[src/rtl/hierarquia_pkg.sv]
// Shared encodings and default widths for the L1 cache sequencer.
package hierarquia_pkg;

  localparam int ADDR_W_D = 5;
  localparam int DATA_W_D = 3;
  localparam int CNT_W_D  = 8;

  typedef enum logic [1:0] {
    OP_NOP     = 2'b00,
    OP_LOOKUP  = 2'b01,
    OP_INSTALL = 2'b10,
    OP_WRITE   = 2'b11
  } cache_op_e;

  typedef enum logic [2:0] {
    ST_IDLE,
    ST_LOOKUP,
    ST_CHECK,
    ST_WRITEBACK,
    ST_FILL,
    ST_INSTALL,
    ST_DONE
  } estado_e;

endpackage

[src/rtl/controlador_cache_contador.sv]
// Saturating event counter; sticks at all-ones instead of wrapping.
module contador_saturado #(
  parameter int CNT_W = 8
) (
  input  logic             clock,
  input  logic             reset_n,
  input  logic             inc,
  output logic [CNT_W-1:0] count
);

  always_ff @(posedge clock or negedge reset_n) begin
    if (!reset_n)                count <= '0;
    else if (inc && count != '1) count <= count + 1'b1;
  end

endmodule

[src/rtl/controlador_cache.sv]
// One-request-at-a-time sequencer between the CPU port and a 2-way L1:
// lookup, optional dirty write-back, fill or direct install, completion pulse.
module controlador_cache
  import hierarquia_pkg::*;
#(
  parameter int ADDR_W = ADDR_W_D,
  parameter int DATA_W = DATA_W_D,
  parameter int CNT_W  = CNT_W_D
) (
  input  logic              clock,
  input  logic              reset_n,
  input  logic              cpu_req,
  input  logic              cpu_wren,
  input  logic [ADDR_W-1:0] cpu_address,
  input  logic [DATA_W-1:0] cpu_data,
  output logic              cpu_ready,
  output logic              cpu_done,
  output logic [DATA_W-1:0] cpu_q,
  output logic              cpu_hit,
  output logic [1:0]        cache_op,
  output logic [ADDR_W-1:0] cache_address,
  output logic [DATA_W-1:0] cache_wdata,
  output logic              cache_dirty_in,
  input  logic              cache_hit,
  input  logic [DATA_W-1:0] cache_q,
  input  logic              cache_victim_valid,
  input  logic              cache_victim_dirty,
  input  logic [ADDR_W-1:0] cache_victim_address,
  input  logic [DATA_W-1:0] cache_victim_data,
  output logic              mem_req,
  output logic              mem_wren,
  output logic [ADDR_W-1:0] mem_address,
  output logic [DATA_W-1:0] mem_wdata,
  input  logic [DATA_W-1:0] mem_rdata,
  input  logic              mem_ack,
  output logic [CNT_W-1:0]  hit_count,
  output logic [CNT_W-1:0]  miss_count,
  output logic [CNT_W-1:0]  wb_count
);

  estado_e state, state_nx;

  logic              wren_q;
  logic [ADDR_W-1:0] addr_q;
  logic [DATA_W-1:0] data_q;
  logic [DATA_W-1:0] fill_q;
  logic              hit_q;
  logic [ADDR_W-1:0] vic_addr_q;
  logic [DATA_W-1:0] vic_data_q;
  logic [DATA_W-1:0] q_r;
  logic              hit_r;

  logic victim_wb;
  assign victim_wb = cache_victim_valid & cache_victim_dirty;

  // state register
  always_ff @(posedge clock or negedge reset_n) begin
    if (!reset_n) state <= ST_IDLE;
    else          state <= state_nx;
  end

  // next state
  always_comb begin
    state_nx = state;
    case (state)
      ST_IDLE:      if (cpu_req) state_nx = ST_LOOKUP;
      ST_LOOKUP:    state_nx = ST_CHECK;
      ST_CHECK: begin
        if (cache_hit)      state_nx = ST_DONE;
        else if (victim_wb) state_nx = ST_WRITEBACK;
        else if (wren_q)    state_nx = ST_INSTALL;
        else                state_nx = ST_FILL;
      end
      ST_WRITEBACK: if (mem_ack) state_nx = wren_q ? ST_INSTALL : ST_FILL;
      ST_FILL:      if (mem_ack) state_nx = ST_INSTALL;
      ST_INSTALL:   state_nx = ST_DONE;
      ST_DONE:      state_nx = ST_IDLE;
      default:      state_nx = ST_IDLE;
    endcase
  end

  // outputs
  always_comb begin
    cpu_ready      = 1'b0;
    cpu_done       = 1'b0;
    cache_op       = OP_NOP;
    cache_wdata    = '0;
    cache_dirty_in = 1'b0;
    mem_req        = 1'b0;
    mem_wren       = 1'b0;
    mem_address    = '0;
    mem_wdata      = '0;
    case (state)
      ST_IDLE:   cpu_ready = 1'b1;
      ST_LOOKUP: cache_op  = OP_LOOKUP;
      ST_CHECK: if (cache_hit && wren_q) begin
        cache_op    = OP_WRITE;
        cache_wdata = data_q;
      end
      ST_WRITEBACK: begin
        mem_req     = 1'b1;
        mem_wren    = 1'b1;
        mem_address = vic_addr_q;
        mem_wdata   = vic_data_q;
      end
      ST_FILL: begin
        mem_req     = 1'b1;
        mem_address = addr_q;
      end
      ST_INSTALL: begin
        cache_op       = OP_INSTALL;
        cache_wdata    = wren_q ? data_q : fill_q;
        cache_dirty_in = wren_q;
      end
      ST_DONE:   cpu_done = 1'b1;
      default: ;
    endcase
  end

  assign cache_address = addr_q;
  assign cpu_q         = q_r;
  assign cpu_hit       = hit_r;

  // cpu_q/cpu_hit load only on entry to DONE so they hold between completions
  always_ff @(posedge clock or negedge reset_n) begin
    if (!reset_n) begin
      wren_q     <= 1'b0;
      addr_q     <= '0;
      data_q     <= '0;
      fill_q     <= '0;
      hit_q      <= 1'b0;
      vic_addr_q <= '0;
      vic_data_q <= '0;
      q_r        <= '0;
      hit_r      <= 1'b0;
    end else begin
      case (state)
        ST_IDLE: if (cpu_req) begin
          wren_q <= cpu_wren;
          addr_q <= cpu_address;
          data_q <= cpu_data;
        end
        ST_CHECK: begin
          hit_q <= cache_hit;
          if (cache_hit) begin
            q_r   <= wren_q ? data_q : cache_q;
            hit_r <= 1'b1;
          end else if (victim_wb) begin
            vic_addr_q <= cache_victim_address;
            vic_data_q <= cache_victim_data;
          end
        end
        ST_FILL: if (mem_ack) fill_q <= mem_rdata;
        ST_INSTALL: begin
          q_r   <= wren_q ? data_q : fill_q;
          hit_r <= hit_q;
        end
        default: ;
      endcase
    end
  end

  contador_saturado #(.CNT_W(CNT_W)) u_hit (
    .clock(clock), .reset_n(reset_n),
    .inc(state == ST_CHECK && cache_hit), .count(hit_count)
  );

  contador_saturado #(.CNT_W(CNT_W)) u_miss (
    .clock(clock), .reset_n(reset_n),
    .inc(state == ST_CHECK && !cache_hit), .count(miss_count)
  );

  contador_saturado #(.CNT_W(CNT_W)) u_wb (
    .clock(clock), .reset_n(reset_n),
    .inc(state == ST_WRITEBACK && mem_ack), .count(wb_count)
  );

endmodule

[config.mk]
export PLATFORM = sky130hd
export DESIGN_NAME = controlador_cache
export DESIGN_NICKNAME = d
export VERILOG_FILES = /design/src/rtl/hierarquia_pkg.sv /design/src/rtl/controlador_cache_contador.sv /design/src/rtl/controlador_cache.sv
export SDC_FILE = /design/constraint.sdc
export NUM_CORES = 1
export LEC_CHECK = 0
export ABC_CLOCK_PERIOD_IN_PS = 2600
export BUFFER_PORTS_ARGS = -buffer_cell sky130_fd_sc_hd__buf_2
export CAP_MARGIN = 20
export CORE_ASPECT_RATIO = 2
export CORE_MARGIN = 8
export CORE_UTILIZATION = 51
export DETAILED_ROUTE_END_ITERATION = 10
export GPL_TIMING_DRIVEN = 1
export PLACE_DENSITY = 0.79
export SLEW_MARGIN = 20
export SYNTH_ARGS = -nofsm -noshare
export SYNTH_HDL_FRONTEND = slang
export SYNTH_HIERARCHICAL = 1
export SYNTH_SLANG_ARGS = --single-unit
[constraint.sdc]
create_clock -name clock -period 2.6 [get_ports clock]
set_clock_uncertainty 0.2 [all_clocks]
set_input_delay 0.39 -clock clock [delete_from_list [all_inputs] [get_ports clock]]
set_output_delay 0.39 -clock clock [all_outputs]
set_load 0.005 [all_outputs]
Yosys cells after proc, flatten, opt, wreduce, memory -nomap -nowiden
Index checks and enable logic that the tools add are counted.

word-level totals
  input bits = 30
  output and inout bits = 51
  register bits = 52

cells by class
  reduce and logical (&&, ||, !) cells = 16
  equality and inequality tests = 13
  multiplexer cells = 24
  add/subtract/negate cells = 3
  bitwise gates (word level) = 2

operators by type and width
  cell                                           number
  two-way mux 3 bit                              10
  adder 8 x 1 -> 8 bit, second input constant    3
  != test 8 bit, second input constant           3
  case mux 3 bit (6 select lines)                1
  case mux 3 bit (2 select lines)                2
  case mux 5 bit (2 select lines)                1
  == test 3 bit, second input constant           3
  != test 2 bit, second input constant           4
  logical AND 1 bit                              7
  two-way mux 1 bit                              7
  == test 3 x 2 -> 1 bit, second input constant  2
  case mux 2 bit (3 select lines)                1
  AND reduction 2 bit                            3
  AND reduction 3 bit                            2
  == test 3 x 1 -> 1 bit, second input constant  1
  zero test 3 bit                                1
  two-way mux 2 bit                              1
  case mux 1 bit (2 select lines)                1
  nonzero test 2 bit                             1
  OR reduction 2 bit                             1
  AND 1 bit                                      1
  zero test 1 bit                                1
  inverter 1 bit                                 1

Logic depth before layout (Yosys ltp)
  depth after elaboration = 4
  gate-level depth with buffers = 8
  mapped depth without buffers = 6

By module
The synthesis kept the hierarchy.

by module, submodules not included
  module             sequential area each (um^2)  instances  area an instance (um^2)  cells an instance
  controlador_cache  700.7                        1          1427.6                   127
  contador_saturado  200.2                        3          407.9                    34

Worst setup path after synthesis
Ideal clock, no wire load.

  path kind = flip-flop to flip-flop
  start = reg state[2]
  end = reg u_wb.count[5]
  buffers on the path = 2
  cell stages (with the launch flop) = 8
  setup slack = 0.336 ns
  arrival = 1.939 ns
  setup time = 0.125 ns
  cell sequence = dfrtp_1 clkbuf_1 nor3_1 clkbuf_1 and2_1 and4_4 nand3_2 mux2_4

on the way
  word-level cells in the longest chain between the ends = 3

RTL lines
  element                 RTL line                          RTL
  from (decl)             controlador_cache.sv:41           estado_e state, state_nx;
  from (signal assigned)  controlador_cache.sv:59           else state <= state_nx;
  == test 3 x 2 -> 1 bit  controlador_cache.sv:175          .inc(state == ST_WRITEBACK && mem_ack), .count(wb_count)
  logical AND 1 bit       controlador_cache.sv:175
  logical AND 1 bit       controlador_cache_contador.sv:13  else if (inc && count != '1) count <= count + 1'b1;
  to (signal assigned)    controlador_cache_contador.sv:13
  to (decl)               controlador_cache_contador.sv:8   output logic [CNT_W-1:0] count

Every way passes these cells.
A chain may end at the register's enable or synchronous reset.

Worst setup path in the final report
  start = reg state[1]
  end = out cache_op[1]

on the way
  word-level cells in the longest chain between the ends = 2
  elaborated cells between the ends (all ways) = 4
  classes of those cells = 3 x eq/ne; 1 x mux

RTL lines
  element                                RTL line                 RTL
  == test 3 bit (tied with other cells)  controlador_cache.sv:93  case (state)
  case mux 2 bit (3 select lines) (*)    controlador_cache.sv:93
  to (decl)                              controlador_cache.sv:20  output logic [1:0] cache_op,

Mark *: on every way between the ends. The rest lies on a longest branch, timed or not.

==> impl_metrics.json <==
{
  "outcome": "finished, violations left",
  "violations": "negative hold slack",
  "intPower_mw": 2.00,
  "power_density_nw_per_um2": 946,
  "postRouteAntennaNets": 0,
  "yosysWarningCount": 6,
  "grt_overflow": 0,
  "finalHoldViolCount": 13,
  "drtIter0Drc": 74,
  "ys_async_sr_fraction_pct": 100,
  "start_util_pct": 52.1,
  "seq_power_share_pct": 45.2,
  "layout.nets": 346,
  "hold_buffers": 0,
  "io_buffer_count": 80,
  "cts_buffer_depth": 2,
  "syn_area_per_cell_um2": 11.6,
  "max-slew-margin-rel_pct": 55.9,
  "crit_chain": "nor4bb_2 -> buf_4 -> nand2_1 -> nand2_1 -> buf_2",
  "fmax_mhz": 425,
  "dieArea_um2": 7900,
  "gp_congestion": 0.810,
  "setup_tns_ns": 0,
  "slew_violations": 0,
  "cp.required_ns": 2.01,
  "fin_ws_ns": 0.245,
  "cts_sinks": 52,
  "cts_root_buffer": "clkbuf_8",
  "layout_common_cells": "buf_2, dfrtp_1, mux2_2, nand2_1, a21oi_1",
  "synth_fp_nets": 262,
  "rsz0062_at_grt": "false",
  "crit_slowest_cell": "dfrtp_1",
  "diodes": 0,
  "end_kind": "output port",
  "synth.distinct_cells": 45,
  "die_w_um": 67.0,
  "cp_max_fo": 12,
  "p_sw_mw": 1.07,
  "grt_pass1_vias": 2324,
  "ir_drop_v": 0.000792,
  "multi_input_area_um2": 1300,
  "drc_errors": 0,
  "slowest_delay_ns": 0.52,
  "die_h_um": 118,
  "wirelength_mm": 6.61,
  "swShare_pct": 34.8,
  "clk_pin_slew_ns": 0.09,
  "synth_ff_type": "dfrtp_1",
  "vias_per_cell": 5.83,
  "fin_crit_ns": 2.35,
  "p_leak_nw": 1.56,
  "p_comb_share_pct": 37.2,
  "rows": 37,
  "synth_edf_count": 0,
  "arrival_ns": 1.76,
  "htree_levels": 2,
  "drive_above_1_share_pct": 43.6,
  "drt-wirelength-per-cell_um": 17.8,
  "hold_ws_ns": -0.00993,
  "antenna_found_initial": 0,
  "cts_resized": 0,
  "layout_commonest_cell": "buf_2",
  "vias": 2170,
  "crit_top_cell": "nand2_1",
  "ys_ff_latch": 52,
  "fill_cells": 427,
  "setup_viol": 0,
  "cp_top_family": "simple AND/OR/NAND/NOR gates",
  "syn_inst": 229,
  "cts_tree": "yes",
  "critPathBufInv": 2,
  "numCtsBuffers": 5,
  "power_mw": 3.06,
  "synth_area_um2": 2650,
  "grt_pass1_wl_mm": 11.1,
  "regArea_um2": 1300,
  "grt_use_total_pct": 17.7,
  "criticalPathCategory": "reg2out",
  "fp.coreArea_um2": 5090,
  "dp_hpwl_mm": 5.03,
  "place_ws_ns": 0.352,
  "hold_class": "in2async",
  "clkLatencyLatePin_ns": 0.30,
  "startpoint_type": "flip-flop",
  "ys_seq_area_share_pct": 49.1,
  "syn2layout_area_growth_pct": 22.1,
  "ios": 81,
  "tightest_slew_ns": 0.662,
  "grt_max_degree": 53,
  "p_clk_share_pct": 17.6,
  "cts_setup_buffers": 0,
  "dr.pass1.iters": 6,
  "max_cap_viol_count": 0,
  "finalCritPeriodShare_pct": 90.6
}
==> area by class of cell <==
class	instances	share of cell area, %
clock buffer	6	2.24
timing repair buffer	84	13.3
clock inverter	2	1.08
inverter	6	0.696
sequential	52	40.2
multi-input combinational	164	40.2
tap	58	2.24
==> path summary, 6_finish.rpt <==
check / startpoint / endpoint / cells past startpoint / slack (ns)
worst max-delay path: state[1] / cache_op[1] / 5 / 0.25
worst max register to register: state[0] / u_miss/count[5] / 5 / 0.33
worst min-delay path: reset_n / cache_address[2] / 2 / -0.01
worst min register to register: vic_data_q[1] / vic_data_q[1] / 1 / 0.31
min in group clock: cpu_data[1] / data_q[1] / 2 / 0.11
max in group asynchronous: reset_n / u_wb/count[0] / 2 / 1.76
==> kinds of logic after synthesis <==
family / share of synthesized area [%]
and+or+nand+nor: 15.7
AOI/OAI and AO/OA: 16.0
DFF: 49.1
muxes: 13.8
buffers and inverters: 2.03
xor gates and xnor gates: 1.98
adders and majority gates: 1.42
==> through the flow <==
step / area (um2) / util [%] / std cells / hold WS (ns)
floorplan: 2650 / - / 229 / -0.106
global route: 3240 / 63.6 / 372 / 0.0388
global placement: 3130 / 61.4 / 364 / 0.281
finish: 3240 / 63.6 / 372 / -0.00993
detailed placement: 3130 / 61.4 / 364 / 0.291
CTS: 3240 / 63.6 / 372 / 0.00912
==> synthesized netlist by cell type (5+ instances only) <==
cell / number / area [um2]
dfrtp_1: 52 / 1300
mux2_2: 22 / 248
a21oi_1: 11 / 55.1
nand2_1: 11 / 41.3
nand3_1: 8 / 40.0
nor2_1: 8 / 30.0
nor3_1: 7 / 35.0
a31oi_1: 6 / 37.5
a41oi_1: 6 / 52.6
and2_1: 6 / 37.5
inv_1: 6 / 22.5
a22o_1: 5 / 43.8
nand2b_1: 5 / 31.3
o21ai_0: 5 / 25.0
==> flip-flops by register name, indices dropped and copies added, names as in the netlist <==
name / count
u_miss/count: 8
fill_q: 3
cache_address: 5
u_hit/count: 8
vic_data_q: 3
cpu_hit: 1
wren_q: 1
hit_q: 1
state: 3
vic_addr_q: 5
cpu_q: 3
u_wb/count: 8
data_q: 3
==> layer usage <==
metal	up-vias	track usage (%)	routed length (um)
li1	1037	-	-
met1	1056	18.1	2400
met2	63	31.4	3700
met3	14	4.19	335
met4	0	8.17	167
met5	-	0	0
==> power groups by stage <==
stage | Combinational (mW) | Sequential, mW | Clock (mW)
global route | 1.27 | 1.43 | 0.588
floorplan | 0.760 | 1.31 | 0
global placement | 1.12 | 1.38 | 0
finish | 1.14 | 1.38 | 0.539
CTS | 1.16 | 1.38 | 0.560
detailed placement | 1.16 | 1.40 | 0
No activity file was read; power rests on OpenSTA's default activity.
